<file path="src/rtl/chien_search.sv">
// rtl/chien_search.sv - Chien search over GF(2^m), m in {6,8,10}; optional macro CHIEN_EARLY_STOP_EN
module chien_search #(
  parameter int T_MAX = 4,
  parameter int M_MAX = 10
) (
  input  logic                       clk,
  input  logic                       rstn,
  input  logic                       start,
  input  logic [3:0]                 m,
  input  logic                       bm_failure,
  input  logic [3:0]                 degree,
  input  logic [(T_MAX+1)*M_MAX-1:0] sigma,
  output logic                       busy,
  output logic                       err_valid,
  output logic [M_MAX-1:0]           err_pos,
  output logic [3:0]                 num_err,
  output logic                       done,
  output logic                       failure
);

  typedef enum logic [1:0] {S_IDLE, S_EVAL, S_FIN} state_t;

  state_t           r_state, w_state_nxt;
  logic [M_MAX-1:0] r_reg [T_MAX+1];
  logic [3:0]       r_m;
  logic [3:0]       r_degree;
  logic [M_MAX-1:0] r_k;
  logic [3:0]       r_num;
  logic             r_fin_fail;
  logic             r_busy, r_err_valid, r_done, r_failure;
  logic [M_MAX-1:0] r_err_pos;

  logic [M_MAX-1:0] w_sum, w_n, w_in_mask;
  logic             w_root, w_last, w_early, w_m_ok;
  logic [3:0]       w_num_next;

  // Low m bits set; equals n = 2^m-1 as well as the coefficient mask
  function automatic logic [M_MAX-1:0] field_mask(input logic [3:0] fm);
    logic [M_MAX-1:0] v;
    v = '0;
    for (int b = 0; b < M_MAX; b++)
      if (b < int'(fm)) v[b] = 1'b1;
    return v;
  endfunction

  // One shift/reduce step: multiply by alpha under the selected primitive polynomial
  function automatic logic [M_MAX-1:0] mul_alpha(input logic [M_MAX-1:0] x, input logic [3:0] fm);
    logic [M_MAX-1:0] y;
    logic [M_MAX-1:0] poly;
    logic             msb;
    y = {x[M_MAX-2:0], 1'b0} & field_mask(fm);
    case (fm)
      4'd6:    begin msb = x[5]; poly = M_MAX'(6'h03);  end
      4'd8:    begin msb = x[7]; poly = M_MAX'(8'h1D);  end
      4'd10:   begin msb = x[9]; poly = M_MAX'(10'h009); end
      default: begin msb = 1'b0; poly = '0;             end
    endcase
    if (msb) y = y ^ poly;
    return y;
  endfunction

  // Constant multiply by alpha^j as a chain of j single-step networks
  function automatic logic [M_MAX-1:0] mul_alpha_pow(input logic [M_MAX-1:0] x, input int j,
                                                     input logic [3:0] fm);
    logic [M_MAX-1:0] y;
    y = x;
    for (int i = 0; i < T_MAX; i++)
      if (i < j) y = mul_alpha(y, fm);
    return y;
  endfunction

  // Evaluate sigma at the current candidate and derive termination conditions
  always_comb begin
    w_in_mask = field_mask(m);
    w_m_ok    = (m == 4'd6) || (m == 4'd8) || (m == 4'd10);
    w_n       = field_mask(r_m);
    w_sum     = '0;
    for (int j = 0; j <= T_MAX; j++) w_sum = w_sum ^ r_reg[j];
    w_root     = (w_sum == '0);
    w_last     = (r_k == w_n);
    w_num_next = r_num;
    if (w_root && (r_num != 4'd15)) w_num_next = r_num + 4'd1;
`ifdef CHIEN_EARLY_STOP_EN
    w_early = w_root && (w_num_next == r_degree);
`else
    w_early = 1'b0;
`endif
  end

  // State register
  always_ff @(posedge clk or negedge rstn) begin
    if (!rstn) r_state <= S_IDLE;
    else       r_state <= w_state_nxt;
  end

  // Next-state logic
  always_comb begin
    w_state_nxt = r_state;
    case (r_state)
      S_IDLE: begin
        if (start) begin
          if (bm_failure || !w_m_ok) w_state_nxt = S_FIN;
`ifdef CHIEN_EARLY_STOP_EN
          else if (degree == 4'd0)   w_state_nxt = S_FIN;
`endif
          else                       w_state_nxt = S_EVAL;
        end
      end
      S_EVAL:  if (w_last || w_early) w_state_nxt = S_IDLE;
      S_FIN:   w_state_nxt = S_IDLE;
      default: w_state_nxt = S_IDLE;
    endcase
  end

  // Datapath: load scaled coefficients, step the evaluator, report roots and verdict
  always_ff @(posedge clk or negedge rstn) begin
    if (!rstn) begin
      for (int j = 0; j <= T_MAX; j++) r_reg[j] <= '0;
      r_m         <= '0;
      r_degree    <= '0;
      r_k         <= '0;
      r_num       <= '0;
      r_fin_fail  <= 1'b0;
      r_busy      <= 1'b0;
      r_err_valid <= 1'b0;
      r_err_pos   <= '0;
      r_done      <= 1'b0;
      r_failure   <= 1'b0;
    end else begin
      r_err_valid <= 1'b0;
      r_done      <= 1'b0;
      case (r_state)
        S_IDLE: begin
          if (start) begin
            for (int j = 0; j <= T_MAX; j++)
              r_reg[j] <= mul_alpha_pow(sigma[j*M_MAX +: M_MAX] & w_in_mask, j, m);
            r_m        <= m;
            r_degree   <= degree;
            r_k        <= M_MAX'(1);
            r_num      <= '0;
            r_failure  <= 1'b0;
            r_fin_fail <= bm_failure || !w_m_ok;
            r_busy     <= 1'b1;
          end
        end
        S_EVAL: begin
          for (int j = 0; j <= T_MAX; j++)
            r_reg[j] <= mul_alpha_pow(r_reg[j], j, r_m);
          r_k   <= r_k + M_MAX'(1);
          r_num <= w_num_next;
          if (w_root) begin
            r_err_valid <= 1'b1;
            r_err_pos   <= w_n - r_k;
          end
          if (w_last || w_early) begin
            r_done    <= 1'b1;
            r_busy    <= 1'b0;
            r_failure <= !w_early && (w_num_next != r_degree);
          end
        end
        S_FIN: begin
          r_done    <= 1'b1;
          r_busy    <= 1'b0;
          r_num     <= '0;
          r_failure <= r_fin_fail;
        end
        default: ;
      endcase
    end
  end

  assign busy      = r_busy;
  assign err_valid = r_err_valid;
  assign err_pos   = r_err_pos;
  assign num_err   = r_num;
  assign done      = r_done;
  assign failure   = r_failure;

endmodule

</file>
<file path="config.mk">
export PLATFORM = sky130hd
export DESIGN_NAME = chien_search
export DESIGN_NICKNAME = d
export VERILOG_FILES = /design/src/rtl/chien_search.sv
export SDC_FILE = /design/constraint.sdc
export NUM_CORES = 1
export LEC_CHECK = 0
export BUFFER_PORTS_ARGS = -buffer_cell sky130_fd_sc_hd__buf_2
export CORE_MARGIN = 2
export CORE_UTILIZATION = 65
export CTS_BUF_LIST = sky130_fd_sc_hd__clkbuf_16
export DETAILED_ROUTE_END_ITERATION = 6
export PLACE_DENSITY = 0.87
export SYNTH_ARGS = -nofsm -noshare
export SYNTH_HDL_FRONTEND = slang
export SYNTH_SLANG_ARGS = --single-unit
</file>
<file path="constraint.sdc">
create_clock -name clk -period 4.7 [get_ports clk]
set_clock_uncertainty 0.1 [all_clocks]
set_input_delay 0.94 -clock clk [delete_from_list [all_inputs] [get_ports clk]]
set_output_delay 0.94 -clock clk [all_outputs]
set_load 0.01 [all_outputs]
</file>
# ---- Yosys cells after proc, flatten, opt, wreduce, memory -nomap -nowiden
# Cells that the tools add are included.
dict set report totals {
  reg_bits 89
  latchBits 0
  mem_bits_rw 0
  mem_bits_ro 0
  output_inout_bits 18
  memories 0
}
dict set report op_classes {
  n_addsub 3
  mul 0
  div 0
  order_cmp 20
  eq_ne 13
  shift 0
  n_mux 164
  n_bitwise 50
  reduce_logical 16
}
# operator count
set ops {}
lappend ops {{$mux 10} 42}
lappend ops {{$and 10x10->10} 25}
lappend ops {{$xor 10x10->10} 24}
lappend ops {{$pmux 50 s2} 1}
lappend ops {{$mux 1} 87}
lappend ops {{$pmux 1 s3} 22}
lappend ops {{$mux 50} 1}
lappend ops {{$lt 3x4->1 const A} 8}
lappend ops {{$pmux 5 s3} 2}
lappend ops {{$pmux 10 s2} 1}
lappend ops {{$eq 4x4->1 const B} 4}
lappend ops {{$lt 1x4->1 const A} 4}
lappend ops {{$lt 2x4->1 const A} 4}
lappend ops {{$lt 4x4->1 const A} 4}
lappend ops {{$pmux 4 s3} 1}
lappend ops {{$add 10x1->10 const B} 1}
lappend ops {{$eq 10x10->1} 1}
lappend ops {{$logic_not 10->1} 1}
lappend ops {{$reduce_and 2->1} 5}
lappend ops {{$sub 10x10->10} 1}
lappend ops {{$eq 4x3->1 const B} 2}
lappend ops {{$mux 4} 2}
lappend ops {{$mux 2} 3}
lappend ops {{$reduce_and 3->1} 2}
lappend ops {{other kinds (15)} 18}

# ---- Longest topological paths before layout
# Gate-level depths: netlist (run 1).
dict set report depth {
  ltp_word 27
  ltp_mapped 14
  mapped_depth_nobuf 12
}

# ---- Least setup slack after synthesis (run 1)
# Ideal clock, no wire load.
dict set report synth_path {
  path_kind {register to register}
  start {register r_m[1]}
  end {register r_failure (netlist: failure)}
  setup_ns 0.131
  arrival_ns 2.898
  required_time_ns 4.469
  path_slack_ns 1.571
  path_stages_with_launch 13
  cell_sequence {dfrtp_1 > buf_2 > nor4b_2 > clkbuf_1 > nor2_1 > ha_1 > nand4_1 > or4_1 > nand2_1 > nand2_1 > a311oi_1 > o211a_1 > a31oi_1}
}
dict set report synth_between {
  elab_chain_len 5
  elab_cells_between_ends 23
  cone_classes {order compare: 10; eq/ne: 2; mux: 10; reduce/logical: 1}
}
# item line_no
set synth_rtl {}
lappend synth_rtl {{start, declared} 25} ;# logic [3:0] r_m;
lappend synth_rtl {{start signal, assigned} 137} ;# r_m <= m;
lappend synth_rtl {{$lt 1x4->1, or another cell as far along} 42} ;# if (b < int'(fm)) v[b] = 1'b1;
lappend synth_rtl {{$mux 1} 42}
lappend synth_rtl {{$eq 10x10->1 *} 80} ;# w_last = (r_k == w_n);
lappend synth_rtl {{$ne 2x2->1 (no source line) *} n/a}
lappend synth_rtl {{$reduce_and 3->1 (no source line) *} n/a}
lappend synth_rtl {{end signal, assigned} 158} ;# r_failure <= !w_early && (w_num_next != r_degree);
lappend synth_rtl {{end signal, assigned} 165} ;# r_failure <= r_fin_fail;
lappend synth_rtl {{end, declared} 30} ;# logic r_busy, r_err_valid, r_done, r_failure;
# Every way passes the cells marked *; elsewhere a longest branch is shown, timed or not.
# A chain may end at the register's enable or synchronous reset.

# ---- Worst setup path in the final report (run 1)
dict set report layout_path {
  start {register r_m[2]}
  end {register r_failure (netlist: failure)}
}
# The elaborated chain is that of the path after synthesis.

==> results.md, run 1 <==
• **number of cells produced by synthesis** 855
• **main area contributors after synthesis** sky130_fd_sc_hd__dfrtp_1 (32%), sky130_fd_sc_hd__nand2_1 (7.4%), sky130_fd_sc_hd__xor2_1 (5.8%)
• **PostCTS Resize Cnt** 0
• **fin nets** 978
• **maximum clock frequency** 286 MHz
• **gp weighted congestion** 0.990
• **fraction of registers with async set or reset after synthesis** 1.00
• **non-filler cells in the finished layout** 1040
• **later-pin clock latency in the skew report** 0.36 ns
• **core area** 10400 µm²
• **destination of the worst hold path** err_pos[2]$_DFFE_PN0P_
• **Total Routing Usage GR** 0.393
• **Post-Syn Nets** 934
• **average size of a mapped cell** 8.19 µm²
• **total wire length after detailed routing** 21700 µm
• **post-layout instance area** 7750 µm²
• **number of global-route vias before repair** 6583
• **relative max-transition margin** 0.450
• **CTS Root Buffer Type** sky130_fd_sc_hd__clkbuf_16
• **post-placement worst setup slack** 1.22 ns
• **Placed Instances** 1024
• **length of the first detailed-routing pass in iterations** 5
• **sequential element share of the synthesized area** 0.318
• **final worst path period need** 3.49 ns
• **outcome** finished, final reports clean
• **Placement Cell Area** 7420 µm²
• **hold depth** 2
• **Reg-to-Reg Start** r_m[2]$_DFFE_PN0P_
• **number of pins exceeding their max-slew limit in the final report** 0
• **netlist area before placement** 7000 µm²
• **element type at the critical path end** flip-flop
• **fraction of the cycle the final worst path needs** 0.743
• **TritonCTS clock tree** done
• **count of filler cells inserted in the layout** 776
• **Yosys top cell area share** 0.318
• **leakage** 3.44 nW
• **post-DR vias/cell** 6.63
• **H-tree depth reported by CTS** 3
• **initial antenna violation count** 0
• **cell accounting for the most synthesized area** sky130_fd_sc_hd__dfrtp_1
• **WP data arrival** 3.63 ns
• **initial detailed-routing violation count** 822
• **Hold Crit Class** reg2reg
• **maximum vdd drop** 0.309 mV
• **detailed-placement wirelength estimate** 15800 µm
• **flop and latch count out of synthesis** 89
• **clock buffers created by TritonCTS** 9
• **count of warnings emitted by yosys** 0
• **type of element launching the critical path** flip-flop
• **unique cell type count in the Yosys netlist** 73
• **detail-routed net length per standard cell** 20.9 µm
• **worst reg2reg path endpoint** failure$_DFFE_PN0P_
• **maximum number of buffers from clock root to sink** 2
• **clock-pin slew of the registers on the worst-case setup and hold paths** 0.07 ns
• **total setup buffers inserted after CTS** 0
• **final setup violating endpoints** 0
• **share of layout cells above drive strength 1** 0.139
• **worst setup slack for register-to-register paths** 1.21 ns
• **WHS** 0.375 ns
• **Initial Utilization** 0.675
• **count of pins on the block boundary** 80
• **global-route wire length before repair** 34800 µm
• **number of violations of the max-capacitance limit** 0
• **HP Start** err_pos[2]$_DFFE_PN0P_
• **number of standard-cell rows in the floorplan** 37
• **Die Y** 108 µm
• **post-detailed-route DRC marker count** 0
• **share of the core filled with cells** 0.747
• **number of antenna-violating nets in the routed design** 0
• **flip-flop count of the largest register, all copies and words added** 50
• **area growth from synthesis to final layout** 10.7%
• **total clock sinks** 89
• **Post-synth EDFFs** 0
• **required time of the critical path** 4.83 ns
• **power per unit of standard cell area** 524 nW/µm²
• **largest net degree at the start of global routing** 63
• **total negative slack for setup checks** 0 ns
• **diode count** 0
• **vias after detailed routing** 6892
• **crit path from** r_m[2]$_DFFE_PN0P_
• **library cell with the highest instance count after synthesis** sky130_fd_sc_hd__nand2_1
• **number of endpoints with negative hold slack in the final report** 0
• **total congestion overflow after global routing** 0
• **Setup Crit Path Kind** reg2reg
• **transition at the pin with the smallest max-transition slack** 0.826 ns
• **die area** 11600 µm²
• **PnR Total Power** 4.06 mW
• **maximum fanout along the worst path** 17
• **CTS Hold Bufs** 0
• **setup repair after global routing missed its margin** false
• **Final WS setup** 1.21 ns
• **die width** 108 µm
• **most used flip-flop cell after synthesis** sky130_fd_sc_hd__dfrtp_1
• **cell types with the highest counts after synthesis** sky130_fd_sc_hd__nand2_1 (138), sky130_fd_sc_hd__dfrtp_1 (89), sky130_fd_sc_hd__nor2_1 (88), sky130_fd_sc_hd__o21ai_0 (77)
• **number of cells on the worst reg-to-reg path** 10
• **port buffer count** 79
==> metal layers <==
metal	part of all wire	vias to the layer above	wire [µm]	global-route usage
met1	0.40	3284	8630	0.549
met4	0.041	0	888	0.180
li1	-	3093	-	-
met2	0.44	442	9650	0.594
met5	0	-	0	0
met3	0.12	73	2540	0.0684
==> worst max-delay path by stage <==
stage	end	slack, ns	cells past startpoint
CTS	failure$_DFFE_PN0P_	1.30	10
floorplan	failure$_DFFE_PN0P_	1.57	12
global route	failure$_DFFE_PN0P_	1.09	10
finish	failure$_DFFE_PN0P_	1.21	10
global placement	r_reg[14]$_DFFE_PN0P_	1.28	9
detailed placement	r_reg[14]$_DFFE_PN0P_	1.22	9
==> report_power, final <==
| part | internal, mW | switching [mW] |
|---|---|---|
| sequential | 0.971 | 0.379 |
| clock | 0.477 | 0.338 |
| combinational | 0.833 | 1.06 |
| total | 2.28 | 1.78 |
==> worst max-delay path, cell delays in order, from the launching register on <==
cell and delay (ns):
sky130_fd_sc_hd__dfrtp_1 0.82, sky130_fd_sc_hd__o21ai_0 0.25, sky130_fd_sc_hd__nand2_1 0.46, sky130_fd_sc_hd__ha_1 0.24, sky130_fd_sc_hd__nand4_1 0.11, sky130_fd_sc_hd__or4_1 0.55, sky130_fd_sc_hd__nand2_1 0.16, sky130_fd_sc_hd__nand2_1 0.14
sky130_fd_sc_hd__a311oi_1 0.28, sky130_fd_sc_hd__o211a_1 0.18, sky130_fd_sc_hd__a31oi_1 0.08
==> cell usage in the layout, fill, tap and decap left out, types with 8 or more instances in the layout <==
master	netlist	layout
sky130_fd_sc_hd__xnor2_1	43	43
sky130_fd_sc_hd__a21o_1	12	12
sky130_fd_sc_hd__mux2i_1	14	14
sky130_fd_sc_hd__o21ai_0	77	77
sky130_fd_sc_hd__xnor3_1	10	10
sky130_fd_sc_hd__ha_1	16	16
sky130_fd_sc_hd__nand3_1	8	8
sky130_fd_sc_hd__nand2_1	138	138
sky130_fd_sc_hd__nor2b_1	13	13
sky130_fd_sc_hd__dfrtp_1	89	89
sky130_fd_sc_hd__o31ai_1	10	10
sky130_fd_sc_hd__a221oi_1	19	19
sky130_fd_sc_hd__a22oi_1	8	8
sky130_fd_sc_hd__xor2_1	46	46
sky130_fd_sc_hd__nor3_1	18	18
sky130_fd_sc_hd__clkbuf_16	0	9
sky130_fd_sc_hd__nand2b_1	9	9
sky130_fd_sc_hd__inv_1	24	24
sky130_fd_sc_hd__a21oi_1	46	46
sky130_fd_sc_hd__buf_2	14	78
sky130_fd_sc_hd__mux2_2	11	11
sky130_fd_sc_hd__buf_4	1	8
sky130_fd_sc_hd__nor2_1	88	88
==> area by class of cell <==
type                    instances  area, µm²  area share
multi-input cells             689       4480       0.578
flip-flops and latches         89       2230       0.287
repair buffers                 86        450      0.0581
clock buffers                   9        225      0.0291
well taps                     136        170      0.0220
clock inverters                 7        108      0.0139
inverters                      24       90.1      0.0116
==> cells by family after synthesis <==
family,count (synthesis),share of synthesized area
AO/OA/AOI/OAI,226,0.207
XOR/XNOR,99,0.143
adder cells (fa/ha/maj),17,0.0315
buffers and inverters,77,0.0445
flip-flops,89,0.318
multiplexers,25,0.0377
AND/OR/NAND/NOR,322,0.218
Note: power is estimated with default switching activity, not from simulation.
==> run 2, diff against run 1 <==
--- a/config.mk
+++ b/config.mk
@@ -7,10 +7,10 @@
 export LEC_CHECK = 0
 export BUFFER_PORTS_ARGS = -buffer_cell sky130_fd_sc_hd__buf_2
 export CORE_MARGIN = 2
-export CORE_UTILIZATION = 65
+export CORE_UTILIZATION = 60
 export CTS_BUF_LIST = sky130_fd_sc_hd__clkbuf_16
 export DETAILED_ROUTE_END_ITERATION = 6
-export PLACE_DENSITY = 0.87
+export PLACE_DENSITY = 0.82
 export SYNTH_ARGS = -nofsm -noshare
 export SYNTH_HDL_FRONTEND = slang
 export SYNTH_SLANG_ARGS = --single-unit
==> constraint.sdc (replaced) <==
create_clock -name clk -period 3.24 [get_ports clk]
set_clock_uncertainty 0.1 [all_clocks]
set_input_delay 0.648 -clock clk [delete_from_list [all_inputs] [get_ports clk]]
set_output_delay 0.648 -clock clk [all_outputs]
set_load 0.01 [all_outputs]
==> results.md, run 2 (synthesis results as in run 1) <==
• **outcome** finished, final reports clean
• **total negative slack for setup checks** 0 ns
• **most used cells in the layout excluding fill and tap cells** sky130_fd_sc_hd__nand2_1 (138), sky130_fd_sc_hd__dfrtp_1 (89), sky130_fd_sc_hd__nor2_1 (88), sky130_fd_sc_hd__buf_2 (78), sky130_fd_sc_hd__o21ai_0 (76)
• **die area** 12500 µm²
• **largest net degree at the start of global routing** 55
• **maximum fanout along the worst path** 13
• **flip-flop count of the largest register, all copies and words added** 50
• **gp weighted congestion** 0.983
• **worst setup slack for register-to-register paths** 0.14 ns
• **maximum clock frequency** 323 MHz
• **Switching Share** 0.437
• **post-DR vias/cell** 6.40
• **later-pin clock latency in the skew report** 0.36 ns
• **maximum vdd drop** 0.444 mV
• **internal power** 3.29 mW
• **fin nets** 1000
• **TritonCTS clock tree** done
• **number of antenna-violating nets in the routed design** 0
• **global-route wire length before repair** 34000 µm
• **port buffer count** 79
• **WP data arrival** 3.24 ns
• **Reg-to-Reg Start** r_m[3]$_DFFE_PN0P_
• **CP bufs+invs** 0
• **clock-pin slew of the registers on the worst-case setup and hold paths** 0.07 ns
• **series of cell instances along the critical path** or3_4 > ha_1 > nor2b_1 > o21ai_0 > a21boi_0 > o21ai_1 > a21oi_1 > o2111a_1 > a211oi_1 > o21ai_0
• **number of cells on the worst reg-to-reg path** 10
• **initial antenna violation count** 0
• **total wire length after detailed routing** 21100 µm
• **number of violations of the max-capacitance limit** 0
• **total setup buffers inserted after CTS** 0
• **required time of the critical path** 3.38 ns
• **proportion of power drawn by combinational gates** 0.494
• **Setup Crit Path Kind** reg2reg
• **share of the core filled with cells** 0.693
• **switching component of the power** 2.56 mW
• **part of the power in registers** 0.320
• **length of the first detailed-routing pass in iterations** 5
• **detail-routed net length per standard cell** 19.7 µm
• **critical path's most frequent cell** sky130_fd_sc_hd__o21ai_0
• **count of pins on the block boundary** 80
• **power per unit of standard cell area** 738 nW/µm²
• **total congestion overflow after global routing** 0
• **fraction of the cycle the final worst path needs** 0.956
• **CTS Root Buffer Type** sky130_fd_sc_hd__clkbuf_16
• **diode count** 0
• **core area** 11400 µm²
• **leakage** 3.54 nW
• **most common cell after layout, fill and taps aside** sky130_fd_sc_hd__nand2_1
• **post-detailed-route DRC marker count** 0
• **Die Y** 112 µm
• **number of global-route vias before repair** 6451
• **Hold Crit Class** in2async
• **number of endpoints with negative hold slack in the final report** 0
• **transition at the pin with the smallest max-transition slack** 0.733 ns
• **clock buffers created by TritonCTS** 9
• **setup repair after global routing missed its margin** false
• **worst reg2reg path endpoint** err_pos[9]$_DFFE_PN0P_
• **highest cell delay on the worst timing path** 0.51 ns
• **detailed-placement wirelength estimate** 15300 µm
• **final setup violating endpoints** 0
• **Top delay family on crit path** compound AO/OA/AOI/OAI gates
• **vias after detailed routing** 6838
• **area growth from synthesis to final layout** 13.1%
• **count of filler cells inserted in the layout** 909
• **initial detailed-routing violation count** 751
• **number of standard-cell rows in the floorplan** 39
• **die width** 112 µm
• **element type at the critical path end** flip-flop
• **H-tree depth reported by CTS** 3
• **maximum number of buffers from clock root to sink** 2
• **relative max-transition margin** 0.510
• **Initial Utilization** 0.613
• **share of layout cells above drive strength 1** 0.162
• **relative contribution of the clock network to total power** 0.186
• **total clock sinks** 89
• **Total Routing Usage GR** 0.345
• **WHS** 0.257 ns
• **number of pins exceeding their max-slew limit in the final report** 0
• **Slowest cell on crit path** sky130_fd_sc_hd__dfrtp_1
• **type of element launching the critical path** flip-flop
• **final worst path period need** 3.10 ns
-- run 2: layout make-up --
type,instances,area [µm²],share of cell area
Multi-Input combinational cell,689,4490,0.567
Sequential cell,89,2230,0.281
Timing Repair Buffer,108,628,0.0793
Clock buffer,9,225,0.0284
Tap cell,143,179,0.0226
Inverter,24,90.1,0.0114
Clock inverter,7,77.6,0.00980
-- run 2: worst max-delay path by stage --
stage / startpoint / cells after the start / slack, ns / to
after floorplan: r_m[1]$_DFFE_PN0P_ / 12 / 0.11 / failure$_DFFE_PN0P_
after global placement: r_m[3]$_DFFE_PN0P_ / 10 / 0.36 / failure$_DFFE_PN0P_
after detailed placement: r_m[3]$_DFFE_PN0P_ / 10 / 0.26 / failure$_DFFE_PN0P_
after CTS: r_m[1]$_DFFE_PN0P_ / 10 / 0.09 / err_pos[9]$_DFFE_PN0P_
after global routing: r_m[3]$_DFFE_PN0P_ / 10 / 0.0002 / failure$_DFFE_PN0P_
final: r_m[3]$_DFFE_PN0P_ / 10 / 0.14 / err_pos[9]$_DFFE_PN0P_
-- run 2: through the flow --
step | setup WS [ns] | area [µm²] | total power [mW] | std cells
floorplan | 0.111 | 7000 | 3.85 | 855
global placement | 0.364 | 7600 | 4.55 | 1053
detailed placement | 0.260 | 7600 | 4.62 | 1053
CTS | 0.0948 | 7910 | 5.75 | 1069
global route | 0.000155 | 7920 | 6.17 | 1069
finish | 0.142 | 7920 | 5.85 | 1069
-- run 2: layer usage --
metal	share of wire	track usage	up-vias	wire length [µm]
met1	0.40	0.485	3184	8540
met4	0.038	0.137	0	801
li1	-	-	3146	-
met3	0.11	0.0826	75	2340
met2	0.45	0.520	433	9420
met5	0	0	-	0
-- run 2: repair_timing --
item                       in CTS  in global routing
hold buffers                    0                  0
gates resized for setup         0                  4
hold endpoints to repair        0                  0
setup endpoints to repair       0                  3
-- run 2: power by group through the flow --
stage          Clock, mW  Sequential (mW)  Combinational [mW]
2_1_floorplan          0             1.67                2.18
3_3_place_gp           0             1.85                2.70
3_5_place_dp           0             1.86                2.76
4_1_cts             1.09             1.84                2.82
5_1_grt             1.14             1.90                3.13
6_report            1.09             1.87                2.89
==> run 3, diff against run 2 <==
--- a/config.mk
+++ b/config.mk
@@ -7,10 +7,9 @@
 export LEC_CHECK = 0
 export BUFFER_PORTS_ARGS = -buffer_cell sky130_fd_sc_hd__buf_2
 export CORE_MARGIN = 2
-export CORE_UTILIZATION = 60
+export CORE_UTILIZATION = 40
 export CTS_BUF_LIST = sky130_fd_sc_hd__clkbuf_16
 export DETAILED_ROUTE_END_ITERATION = 6
-export PLACE_DENSITY = 0.82
 export SYNTH_ARGS = -nofsm -noshare
 export SYNTH_HDL_FRONTEND = slang
 export SYNTH_SLANG_ARGS = --single-unit
==> results.md, run 3 (synthesis results as in run 1) <==
• **outcome** finished, final reports clean
• **TritonCTS clock tree** done
• **share of layout cells above drive strength 1** 0.162
• **diode count** 0
• **post-detailed-route DRC marker count** 0
• **critical path's most frequent cell** sky130_fd_sc_hd__nand2_1
• **fin nets** 1002
• **CP bufs+invs** 1
• **total congestion overflow after global routing** 0
• **clock buffers created by TritonCTS** 9
• **H-tree depth reported by CTS** 3
• **type of element launching the critical path** flip-flop
• **worst reg2reg path endpoint** failure$_DFFE_PN0P_
• **Top delay family on crit path** simple AND/OR/NAND/NOR gates
• **maximum vdd drop** 0.286 mV
• **required time of the critical path** 3.38 ns
• **relative contribution of the clock network to total power** 0.188
• **PostCTS Resize Cnt** 0
• **Placement Cell Area** 7740 µm²
• **maximum number of buffers from clock root to sink** 2
• **power per unit of standard cell area** 720 nW/µm²
• **number of pins exceeding their max-slew limit in the final report** 0
• **post-DR vias/cell** 5.59
• **Hold Crit Class** in2async
• **Total Routing Usage GR** 0.243
• **clock-pin slew of the registers on the worst-case setup and hold paths** 0.07 ns
• **final worst path period need** 3.01 ns
• **WP data arrival** 3.14 ns
• **later-pin clock latency in the skew report** 0.36 ns
• **area growth from synthesis to final layout** 14.9%
• **number of standard-cell rows in the floorplan** 48
• **most used cells in the layout excluding fill and tap cells** sky130_fd_sc_hd__nand2_1 (138), sky130_fd_sc_hd__dfrtp_1 (89), sky130_fd_sc_hd__nor2_1 (88), sky130_fd_sc_hd__buf_2 (78), sky130_fd_sc_hd__o21ai_0 (77)
• **detail-routed net length per standard cell** 18.9 µm
• **number of cells on the worst reg-to-reg path** 10
• **CTS Hold Bufs** 0
• **most common cell after layout, fill and taps aside** sky130_fd_sc_hd__nand2_1
• **total negative slack for setup checks** 0 ns
• **number of antenna-violating nets in the routed design** 0
• **internal power** 3.30 mW
• **relative max-transition margin** 0.376
• **Switching Share** 0.430
• **transition at the pin with the smallest max-transition slack** 0.932 ns
• **largest net degree at the start of global routing** 50
• **number of endpoints with negative hold slack in the final report** 0
• **proportion of power drawn by combinational gates** 0.489
• **gp weighted congestion** 0.956
• **length of the first detailed-routing pass in iterations** 5
• **port buffer count** 79
• **post-layout instance area** 8050 µm²
• **CTS Root Buffer Type** sky130_fd_sc_hd__clkbuf_16
• **initial detailed-routing violation count** 545
• **maximum clock frequency** 333 MHz
• **die area** 18600 µm²
• **vias after detailed routing** 6440
• **Setup Crit Path Kind** reg2reg
• **Reg-to-Reg Start** r_m[2]$_DFFE_PN0P_
• **global-route wire length before repair** 34200 µm
• **PnR Total Power** 5.79 mW
• **Final WS setup** 0.235 ns
• **Initial Utilization** 0.408
• **maximum fanout along the worst path** 10
• **initial antenna violation count** 1
• **leakage** 3.55 nW
• **element type at the critical path end** flip-flop
• **total wire length after detailed routing** 21700 µm
• **core area** 17200 µm²
• **number of global-route vias before repair** 5874
• **die width** 136 µm
• **final setup violating endpoints** 0
• **fraction of the cycle the final worst path needs** 0.928
• **Die Y** 136 µm
• **part of the power in registers** 0.323
• **number of violations of the max-capacitance limit** 0
• **series of cell instances along the critical path** a21oi_1 > inv_1 > ha_1 > nand4_1 > or4_1 > nand2_1 > nand2_1 > a311oi_1 > o211a_1 > a31oi_1
• **total setup buffers inserted after CTS** 0
• **worst setup slack for register-to-register paths** 0.23 ns
• **post-placement worst setup slack** 0.252 ns
• **detailed-placement wirelength estimate** 16500 µm
• **count of pins on the block boundary** 80
• **switching component of the power** 2.49 mW
• **Slowest cell on crit path** sky130_fd_sc_hd__or4_1
• **total clock sinks** 89
• **flip-flop count of the largest register, all copies and words added** 50
• **highest cell delay on the worst timing path** 0.58 ns
• **setup repair after global routing missed its margin** false
[run 3: changes by cell type in the layout (fill, tap and decap cells not counted), sizes merged]
cell | before | now
buf | 108 | 110
inv | 27 | 26
clkinvlp | 0 | 1
[run 3: worst max path at each step]
stage | start | endpoint | slack, ns | depth (start not counted)
after floorplan | r_m[1]$_DFFE_PN0P_ | failure$_DFFE_PN0P_ | 0.11 | 12
after global placement | r_m[2]$_DFFE_PN0P_ | failure$_DFFE_PN0P_ | 0.37 | 10
after detailed placement | r_m[2]$_DFFE_PN0P_ | failure$_DFFE_PN0P_ | 0.25 | 10
after CTS | r_m[2]$_DFFE_PN0P_ | failure$_DFFE_PN0P_ | 0.24 | 10
after global routing | r_m[2]$_DFFE_PN0P_ | failure$_DFFE_PN0P_ | 0.04 | 10
final | r_m[2]$_DFFE_PN0P_ | failure$_DFFE_PN0P_ | 0.23 | 10
[run 3: worst reg2reg max path: cells and delay by family, from the launching register on]
family / cells / cell delay (ns)
AND/OR/NAND/NOR: 4 / 1.00
AO/OA/AOI/OAI: 4 / 0.81
flip-flops: 1 / 0.48
adder cells (fa/ha/maj): 1 / 0.39
buffers and inverters: 1 / 0.12
[run 3: final cells by class]
cell class                      count  area, µm²
Inverter                           24       90.1
Clock inverter                      7       77.6
Timing Repair Buffer              110        668
Clock buffer                        9        225
Sequential cell                    89       2230
Tap cell                          225        282
Multi-Input combinational cell    689       4480
Fill cell                        1745       9130
[run 3: power groups by stage]
stage	Clock [mW]	Sequential [mW]	Combinational (mW)
after floorplan	0	1.67	2.18
after global placement	0	1.87	2.78
after detailed placement	0	1.87	2.78
after CTS	1.11	1.85	2.80
after global routing	1.14	1.91	3.10
final	1.09	1.87	2.83
[run 3: per-stage QoR]
| step | hold slack (ns) | utilization | instances |
|---|---|---|---|
| 2_1_floorplan | 0.252 | - | 855 |
| 3_3_place_gp | 0.360 | 0.451 | 1137 |
| 3_5_place_dp | 0.359 | 0.451 | 1137 |
| 4_1_cts | 0.197 | 0.469 | 1153 |
| 5_1_grt | 0.219 | 0.469 | 1153 |
| 6_report | 0.175 | 0.469 | 1153 |
[run 3: metal layers]
| layer | track usage | wire, µm |
|---|---|---|
| met5 | 0 | 0 |
| met4 | 0.0851 | 486 |
| met3 | 0.0362 | 1670 |
| met2 | 0.357 | 9590 |
| met1 | 0.361 | 9990 |
